==> config.mk <==
export PLATFORM = sky130hd
export DESIGN_NAME = seg7_scan_driver
export DESIGN_NICKNAME = d
export VERILOG_FILES = /design/src/rtl/seg7_scan_driver.sv
export SDC_FILE = /design/constraint.sdc
export NUM_CORES = 1
export LEC_CHECK = 0
export BUFFER_PORTS_ARGS = -buffer_cell sky130_fd_sc_hd__buf_2
export CAP_MARGIN = 20
export CORE_ASPECT_RATIO = 1.4
export CORE_UTILIZATION = 40
export DETAILED_ROUTE_END_ITERATION = 6
export GPL_TIMING_DRIVEN = 0
export HOLD_SLACK_MARGIN = 0.06
export PLACE_DENSITY_LB_ADDON = 0.15
export SKIP_CTS_REPAIR_TIMING = 1
export SYNTH_ARGS = -nofsm -noshare
export SYNTH_HDL_FRONTEND = slang
export SYNTH_SLANG_ARGS = --single-unit
export TNS_END_PERCENT = 30
==> constraint.sdc <==
create_clock -name clk -period 2.2 [get_ports clk]
set_clock_uncertainty 0.15 [all_clocks]
set_input_delay 0.22 -clock clk [delete_from_list [all_inputs] [get_ports clk]]
set_output_delay 0.22 -clock clk [all_outputs]
set_load 0.05 [all_outputs]
==> src/rtl/seg7_scan_driver.sv <==
// seg7_scan_driver
//   Time-multiplexed scan controller for an up-to-8-digit common-anode
//   7-segment display. A 32-bit display word (8 hex nibbles) is shown one
//   digit per slot. New words are staged and committed only at the frame
//   boundary, so a frame never mixes digits from two different words.
//
// Ports
//   clk        in   system clock, all logic on the rising edge
//   reset      in   synchronous, active-high reset
//   value      in   [31:0] display word, nibble k = value[4k+3:4k], digit 0 rightmost
//   load       in   1-cycle strobe capturing value and dp_mask
//   dp_mask    in   [7:0] 1 = decimal point lit on that digit (captured with value)
//   digit_en   in   [7:0] live per-digit enable, 0 = anode off for that slot
//   nibble     out  [3:0] nibble of the digit currently scanned
//   anode_n    out  [7:0] active-low one-hot digit strobe
//   dp_n       out  active-low decimal point of the current digit
//   frame_done out  1-cycle pulse in the cycle after each completed frame
//
// Load handshake: load is a single-cycle strobe with no backpressure. Every
// load overwrites the staging registers (last write before the boundary wins)
// and marks them pending. At the boundary a load in that same cycle bypasses
// staging and goes straight to the shadow; otherwise pending staging data is
// committed. Either way pending clears on the boundary edge.
module seg7_scan_driver #(
    parameter int REFRESH_DIV = 100000,
    parameter int NUM_DIGITS  = 8,
    parameter int LZ_BLANK    = 0
) (
    input  logic        clk,
    input  logic        reset,
    input  logic [31:0] value,
    input  logic        load,
    input  logic [7:0]  dp_mask,
    input  logic [7:0]  digit_en,
    output logic [3:0]  nibble,
    output logic [7:0]  anode_n,
    output logic        dp_n,
    output logic        frame_done
);

    localparam int CW = (REFRESH_DIV > 2) ? $clog2(REFRESH_DIV) : 1;

    logic [CW-1:0] r_cnt;
    logic [2:0]    r_idx;
    logic [31:0]   r_shadow;
    logic [31:0]   r_staging;
    logic [7:0]    r_dp_shadow;
    logic [7:0]    r_dp_staging;
    logic          r_pending;
    logic          r_frame_done;

    logic          w_tick;
    logic          w_last_idx;
    logic          w_boundary;
    logic          w_tail_zero;
    logic          w_blank;
    logic          w_show;

    assign w_tick     = (r_cnt == CW'(REFRESH_DIV - 1));
    assign w_last_idx = (r_idx == 3'(NUM_DIGITS - 1));
    assign w_boundary = w_tick && w_last_idx;

    always_ff @(posedge clk) begin
        if (reset) begin
            r_cnt        <= '0;
            r_idx        <= '0;
            r_shadow     <= '0;
            r_staging    <= '0;
            r_dp_shadow  <= '0;
            r_dp_staging <= '0;
            r_pending    <= 1'b0;
            r_frame_done <= 1'b0;
        end else begin
            r_cnt        <= w_tick ? '0 : r_cnt + CW'(1);
            r_frame_done <= w_boundary;

            if (w_tick) begin
                r_idx <= w_last_idx ? 3'd0 : r_idx + 3'd1;
            end

            if (load) begin
                r_staging    <= value;
                r_dp_staging <= dp_mask;
            end

            if (w_boundary) begin
                // Commit lands on the same edge idx wraps to 0.
                if (load) begin
                    r_shadow    <= value;
                    r_dp_shadow <= dp_mask;
                end else if (r_pending) begin
                    r_shadow    <= r_staging;
                    r_dp_shadow <= r_dp_staging;
                end
                r_pending <= 1'b0;
            end else if (load) begin
                r_pending <= 1'b1;
            end
        end
    end

    // True when every shadow nibble from the current index up to the top
    // scanned digit is zero, i.e. the current digit is a leading zero.
    always_comb begin
        w_tail_zero = 1'b1;
        for (int k = 0; k < 8; k++) begin
            if ((k >= int'(r_idx)) && (k < NUM_DIGITS) && (r_shadow[4*k +: 4] != 4'h0)) begin
                w_tail_zero = 1'b0;
            end
        end
    end

    assign w_blank = (LZ_BLANK != 0) && (r_idx != 3'd0) && w_tail_zero;
    assign w_show  = digit_en[r_idx] && !w_blank;

    assign nibble     = r_shadow[{r_idx, 2'b00} +: 4];
    assign dp_n       = ~r_dp_shadow[r_idx];
    assign anode_n    = w_show ? ~(8'b0000_0001 << r_idx) : 8'hFF;
    assign frame_done = r_frame_done;

endmodule

* Word level (Yosys, flattened, before mapping) *
Index checks and enable logic that the tools add are counted.

storage, ports and cells
  register bits = 102
  logic and storage cells = 32
  input bits = 51
  output and inout port bits = 14

cells by class
  equality and inequality tests = 2
  reduce and logical (&&, ||, !) cells = 5
  mux-type cells = 10
  magnitude comparators = 1
  bitwise operators = 2
  $add $sub $neg = 2
  shift operators = 2

operators with widths
  kind                                                                          count
  32-bit 2-to-1 mux                                                             2
  32-bit by 6-bit indexed part select with 4-bit output                         1
  8-bit 2-to-1 mux                                                              3
  17-bit by 1-bit adder with 17-bit output, second input constant               1
  17-bit == test, second input constant                                         1
  8-bit inverter                                                                1
  1-bit by 3-bit << shifter with 8-bit output, first input constant             1
  1-bit binary-select mux with 3-bit select                                     2
  3-bit by 4-bit less-than comparator with 1-bit output, second input constant  1
  2-bit OR reduction                                                            2
  3-bit by 1-bit adder with 3-bit output, second input constant                 1
  3-bit == test, second input constant                                          1
  3-bit 2-to-1 mux                                                              1
  1-bit 2-to-1 mux                                                              2
  2-bit AND reduction                                                           1
  2-bit nonzero test                                                            1
  1-bit logical AND                                                             1
  1-bit inverter                                                                1

* Depth between registers and ports, before layout *
Gate-level depths: netlist of the first run.

  word-level depth = 3
  mapped depth = 8
  mapped depth without buffers = 5

* Worst setup path before layout of the first run *
OpenSTA, ideal clock, no wires.

  kind = register to output
  start = register r_idx[0]
  end = output anode_n[3]
  setup slack = -0.659 ns
  buffers on the path = 1
  required time = 1.830 ns
  cell stages (with the launch flop) = 5
  arrival time = 2.489 ns
  path through = dfxtp_1 clkbuf_1 mux4_2 and2_1 o21ai_0

between the ends
  longest elaborated chain between the ends = 3
  elaborated cells on any way between the ends = 5
  classes of those cells = 1 x shift; 3 x mux; 1 x bitwise

ends and longest elaborated chain
  what                                                                                                      RTL line  text
  start, declared                                                                                           44        logic [2:0] r_idx;
  start signal, assigned                                                                                    78        r_idx <= w_last_idx ? 3'd0 : r_idx + 3'd1;
  1-bit binary-select mux with 3-bit select or 1-bit by 3-bit << shifter with 8-bit output (tied branches)  114, 118
  1-bit 2-to-1 mux (implied by the code) or 8-bit inverter (tied branches)                                  114, 118
  8-bit 2-to-1 mux (*)                                                                                      118       assign anode_n = w_show ? ~(8'b0000_0001 << r_idx) : 8'hFF;
  end, declared                                                                                             36        output logic [7:0] anode_n,

Every way passes the cells marked *; elsewhere a longest branch is shown, timed or not. The select of a mux whose other input is x is not followed.

* Worst setup path in the final report of the first run *
  start = register r_idx[0]
  end = output anode_n[7]

The elaborated chain is that of the path after synthesis.

==> flow_summary.yaml, run 1 <==
worst_setup_path:
  r2r_end: "r_shadow[18]$_SDFFE_PP0P_"
  end_kind: "output port"
  r2r_start: "r_cnt[0]$_SDFF_PP0_"
  reg2reg_depth: 7
  cp_num_buf_inv: 2
  path_max_fanout: 5
  required_ps: 1830
  max_stage_delay_ps: 520
  crit_arrival_ps: 1880
  path_delay_family: "multiplexers"
  crit_chain: "buf_8, mux4_2, and2_4, o21ai_2, buf_6"
  crit_path_start_kind: "register"
  path_class: "reg2out"
  ff2ff_setup_slack_ps: -20
  crit_path_top_delay_cell: "mux4_2"
power:
  peakVddDrop_uv: 371
  p_per_area_nw_per_um2: 664
  finalPower_mw: 3.84
  p_leak_nw: 2.53
global_route:
  grt_max_degree: 16
  overflow: 0
  met2_usage_pct: 29.9
  grt_usage_pct: 17.1
  grt.busiest_layer: "met2"
  met3_usage_pct: 2.88
  grt_pass1_vias: 3157
  antenna_found_initial: 0
  grt_util_met1_pct: 20.7
  grt_first_pass_wirelength_um: 15700
floorplanning:
  dieHeight_um: 129
  num_rows: 46
  die_x_um: 92.8
  start_util_pct: 40.9
  die-area_um2: 12000
  core_um2: 11300
  top_level_ports: 65
logic_synthesis:
  synth.avg_cell_area_um2: 11.0
  synth_ff_type: "dfxtp_1"
  synth_top_family_by_area: "multiplexers"
  yosysSeqAreaShare_pct: 44.3
  synth_edf_count: 0
  syn_area_um2: 4610
  synth.area.mux_share_pct: 27.8
  synthXorXnorAreaFrac_pct: 2.47
  ys_types: 40
  yosys_warnings: 0
  synth_fp_nets: 477
  synthSimpleGateAreaFrac_pct: 18.5
  synth_compound_area_share_pct: 1.03
  synth_adder_area_share_pct: 1.90
  syn_inst: 419
  ys_seq_elements: 102
  synth_async_sr_flop_share_pct: 0
drt:
  drc: 0
  routed_wl_um: 9800
  initialDrtViolationCount: 106
  vias: 3184
  antenna_left: 0
  wl_per_cell_um: 14.9
  vias_per_cell: 4.82
  first_pass_iters: 4
cts:
  clkTransAtPathRegs_ps: 60
  cts_buffers: 9
  insertion_delay_ps: 340
  cts_tree: "built"
  h-tree-depth: 3
  ctsRootBufferMaster: "clkbuf_16"
  cts_sinks: 102
  clockBufferDepth: 2
run_status:
  status: "finished with violations"
  violations: "negative setup slack"
final_layout:
  mostFrequentLayoutCell: "dfxtp_1"
  seq_area_um2: 2050
  nNetsFinal: 569
  multi_input_area_um2: 2440
  finish.utilization_pct: 51.2
  nFillCells: 1074
  drive_gt1_share_pct: 32.2
  syn_to_final_growth_pct: 25.2
  final_area_um2: 5780
  n_antenna_cell: 0
  layout_common_cells: "98 x dfxtp_1, 58 x nor2_1, 50 x buf_2"
min_path:
  min_path_cells: 3
  min_from: "value[11]"
  hp-class: "in2reg"
  min_to: "r_staging[11]$_SDFFE_PP0P_"
timing:
  fmax_ghz: 0.444
  min_period_ps: 2250
  worst_slack_ps: -50.8
  hold_violations: 0
  maxSlewViolCount: 0
  min_period_over_period_pct: 102
  worst_slew_pin_slew_ps: 739
  finalSetupViolCount: 44
  slew_headroom_pct: 50.7
  grt_setup_unrepaired: "true"
place:
  io_buffers: 63
  dp_hpwl_um: 7110
  dpl_cell_area_um2: 5150
  gp_congestion: 0.849
run:
  maxCapViolations: 0
[cell families (layout without fill, tap and decap cells)]
| family | after synthesis | after routing |
|---|---|---|
| buffers and inverters | 30 | 127 |
| DFF | 102 | 102 |
| adders and majority gates | 7 | 7 |
| xor gates and xnor gates | 13 | 13 |
| muxes | 93 | 93 |
| and+or+nand+nor | 165 | 165 |
| AOI/OAI and AO/OA | 9 | 9 |
[cell type report]
class	count	area share, %
well taps	144	3.12
inverters	4	0.260
flip-flops and latches	102	35.6
repair buffers	82	9.86
clock inverters	4	1.21
clock buffers	12	4.27
plain buffers	25	3.44
multi-input cells	287	42.3
[routing by layer]
metal | vias to the layer above | routed length (um)
li1 | 1613 | -
met1 | 1496 | 4440
met2 | 64 | 4890
met3 | 11 | 313
met4 | 0 | 160
met5 | - | 0
[per-stage QoR]
stage / setup WS (ps) / TNS (ps) / std cells / hold WS [ps]
after floorplan: 26.6 / 0 / 419 / 256
after global placement: -208 / -8000 / 626 / 318
after detailed placement: -246 / -9170 / 626 / 331
after CTS: -607 / -14280 / 642 / 6.18
after global routing: -102 / -3960 / 660 / 65.6
final: -50.8 / -680 / 660 / 28.9
[synthesized netlist by cell type (2+ instances only)]
| cell | n | area [um2] |
|---|---|---|
| buf_1 | 2 | 7.51 |
| and3_1 | 3 | 18.8 |
| nand4_1 | 9 | 56.3 |
| nor2b_1 | 41 | 257 |
| mux2i_1 | 41 | 410 |
| buf_12 | 4 | 80.1 |
| nor3_1 | 2 | 10.0 |
| nor4_1 | 3 | 18.8 |
| inv_1 | 3 | 11.3 |
| xor2_1 | 8 | 70.1 |
| or3_1 | 2 | 12.5 |
| dfxtp_1 | 102 | 2040 |
| nand3_1 | 6 | 30.0 |
| a21oi_1 | 5 | 25.0 |
| mux4_2 | 12 | 270 |
| o21ai_0 | 3 | 15.0 |
| nor2_1 | 58 | 218 |
| mux2_4 | 40 | 601 |
| and4_1 | 2 | 17.5 |
| and2_1 | 2 | 12.5 |
| ha_1 | 7 | 87.6 |
| xnor2_1 | 5 | 43.8 |
| clkbuf_1 | 17 | 63.8 |
| nand2_1 | 26 | 97.6 |
[worst register-to-register path, delay by kind of cell (launching register included)]
kind / cells / cell delay, ps
flops: 1 / 380
simple gates: 3 / 780
fa+ha+maj: 1 / 200
mux: 1 / 300
buf+inv: 2 / 310
[worst max-delay path by stage]
stage	startpoint	to	slack, ps	depth (start not counted)
floorplan	r_cnt[0]$_SDFF_PP0_	r_dp_shadow[0]$_SDFFE_PP0P_	30	8
global placement	r_idx[0]$_SDFFE_PP0N_	dp_n	-210	5
detailed placement	r_idx[0]$_SDFFE_PP0N_	dp_n	-250	5
CTS	r_idx[0]$_SDFFE_PP0N_	dp_n	-610	5
global route	r_idx[0]$_SDFFE_PP0N_	anode_n[7]	-100	5
finish	r_idx[0]$_SDFFE_PP0N_	anode_n[7]	-50	5
[power breakdown]
group	internal [mW]	leakage [nW]	switching (mW)
Combinational	0.113	1.54	0.123
Sequential	1.89	0.833	0.0173
Clock	1.03	0.157	0.664
[sequential cells by signal (all words and copies together), names as in the netlist]
register / cells
r_pending: 1
r_dp_staging: 8
r_staging: 32
r_idx: 3
r_cnt: 17
r_dp_shadow: 8
r_shadow: 32
frame_done: 1
No activity file was read; power rests on OpenSTA's default activity.
==> run 2: changes to the inputs <==
Settings changed: BUFFER_PORTS_ARGS -buffer_cell sky130_fd_sc_hd__buf_2 to unset, DONT_BUFFER_PORTS set to 1.
==> run 2 against run 1 <==
Net effect: the run still ends with negative setup slack left; register-to-register slack got worse by 30 ps; die area did not move; combinational power fell by 3%.
==> flow_summary.yaml, run 2 (same netlist as run 1, synthesis figures left out) <==
final_layout:
  mostFrequentLayoutCell: "dfxtp_1"
  seq_area_um2: 2050
  syn_to_final_growth_pct: 23.5
  nFillCells: 1067
  multi_input_area_um2: 2510
  layout_common_cells: "98 x dfxtp_1, 58 x nor2_1, 41 x nor2b_1"
  drive_gt1_share_pct: 22.3
  top_regs: "r_shadow (32), r_staging (32), r_cnt (17)"
  n_antenna_cell: 0
  nNetsFinal: 530
drt:
  vias: 3041
  routed_wl_um: 9900
  wl_per_cell_um: 16.0
  vias_per_cell: 4.91
  first_pass_iters: 4
  antenna_left: 0
  initialDrtViolationCount: 104
  drc: 0
floorplanning:
  start_util_pct: 40.9
  dieHeight_um: 129
  top_level_ports: 65
  die_x_um: 92.8
  core_um2: 11300
  die-area_um2: 12000
  num_rows: 46
worst_setup_path:
  path_class: "reg2out"
  crit_arrival_ps: 1960
  crit_path_start_kind: "register"
  path_max_fanout: 5
  required_ps: 1830
  crit_chain: "buf_8, mux4_2, and2_4, o21ai_4"
  max_stage_delay_ps: 520
  ff2ff_setup_slack_ps: -50
  end_kind: "output port"
  path_delay_family: "multiplexers"
  crit_path_top_delay_cell: "mux4_2"
  cp_num_buf_inv: 1
cts:
  clockBufferDepth: 2
  cts_tree: "built"
  insertion_delay_ps: 340
  ctsRootBufferMaster: "clkbuf_16"
  h-tree-depth: 3
  cts_sinks: 102
  clkTransAtPathRegs_ps: 60
  cts_buffers: 9
place:
  io_buffers: 0
  dp_hpwl_um: 7010
  dpl_worst_slack_ps: -264
  gp_congestion: 0.773
timing:
  min_period_ps: 2330
  worst_slack_ps: -127
  maxSlewViolCount: 0
  worst_slew_pin_slew_ps: 778
  slew_headroom_pct: 48.1
  fmax_ghz: 0.430
  hold_violations: 0
  finalSetupViolCount: 45
  grt_setup_unrepaired: "true"
  whs_ps: 73.4
  min_period_over_period_pct: 106
global_route:
  grt_usage_pct: 17.1
  grt_pass1_vias: 2957
  overflow: 0
  grt_max_degree: 16
  grt_first_pass_wirelength_um: 15500
  antenna_found_initial: 0
power:
  finalPower_mw: 3.82
  peakVddDrop_uv: 338
  p_per_area_nw_per_um2: 670
  p_leak_nw: 2.40
min_path:
  hp-class: "in2reg"
run_status:
  violations: "negative setup slack"
  status: "finished with violations"
run:
  maxCapViolations: 0
## run 2: worst paths after layout
path	startpoint	endpoint	cells past startpoint
worst max register to register	r_cnt[1]$_SDFF_PP0_	r_shadow[3]$_SDFFE_PP0P_	8
worst min register to register	r_cnt[0]$_SDFF_PP0_	r_cnt[0]$_SDFF_PP0_	1
worst max-delay path	r_idx[0]$_SDFFE_PP0N_	anode_n[7]	4
worst min-delay path	reset	r_cnt[15]$_SDFF_PP0_	2
## run 2: power breakdown
part	switching [mW]	internal, mW
clock network	0.665	1.01
registers	0.0188	1.89
logic	0.117	0.112
total	0.801	3.02
## run 2: final cells by class
type / count / share of cell area, %
multi-input combinational: 287 / 44.0
sequential: 102 / 36.0
timing repair buffer: 43 / 7.42
clock buffer: 10 / 4.19
buffer: 25 / 3.69
tap: 144 / 3.16
clock inverter: 4 / 1.27
inverter: 4 / 0.263
## run 2: per-stage QoR
stage / utilization [%] / std cells / setup TNS [ps] / cell area, um2
3_3_place_gp: 42.9 / 563 / -9600 / 4830
6_report: 50.5 / 619 / -2100 / 5700
4_1_cts: 45.6 / 577 / -14730 / 5150
2_1_floorplan: - / 419 / 0 / 4650
3_5_place_dp: 42.9 / 563 / -9630 / 4830
5_1_grt: 50.5 / 619 / -6380 / 5700
## run 2: metal layers
metal | share of wire, % | GRT usage [%] | vias to the layer above
li1 | - | - | 1543
met1 | 45 | 20.6 | 1423
met2 | 49 | 29.2 | 62
met3 | 3.8 | 4.46 | 13
met4 | 1.9 | 6.15 | 0
met5 | 0 | 0 | -
## run 2: worst register-to-register path: cells and delay by family, from the launching register on
family	cells	cell delay [ps]
DFF	1	380
buffers and inverters	3	420
adders and majority gates	1	140
and+or+nand+nor	3	760
muxes	1	290
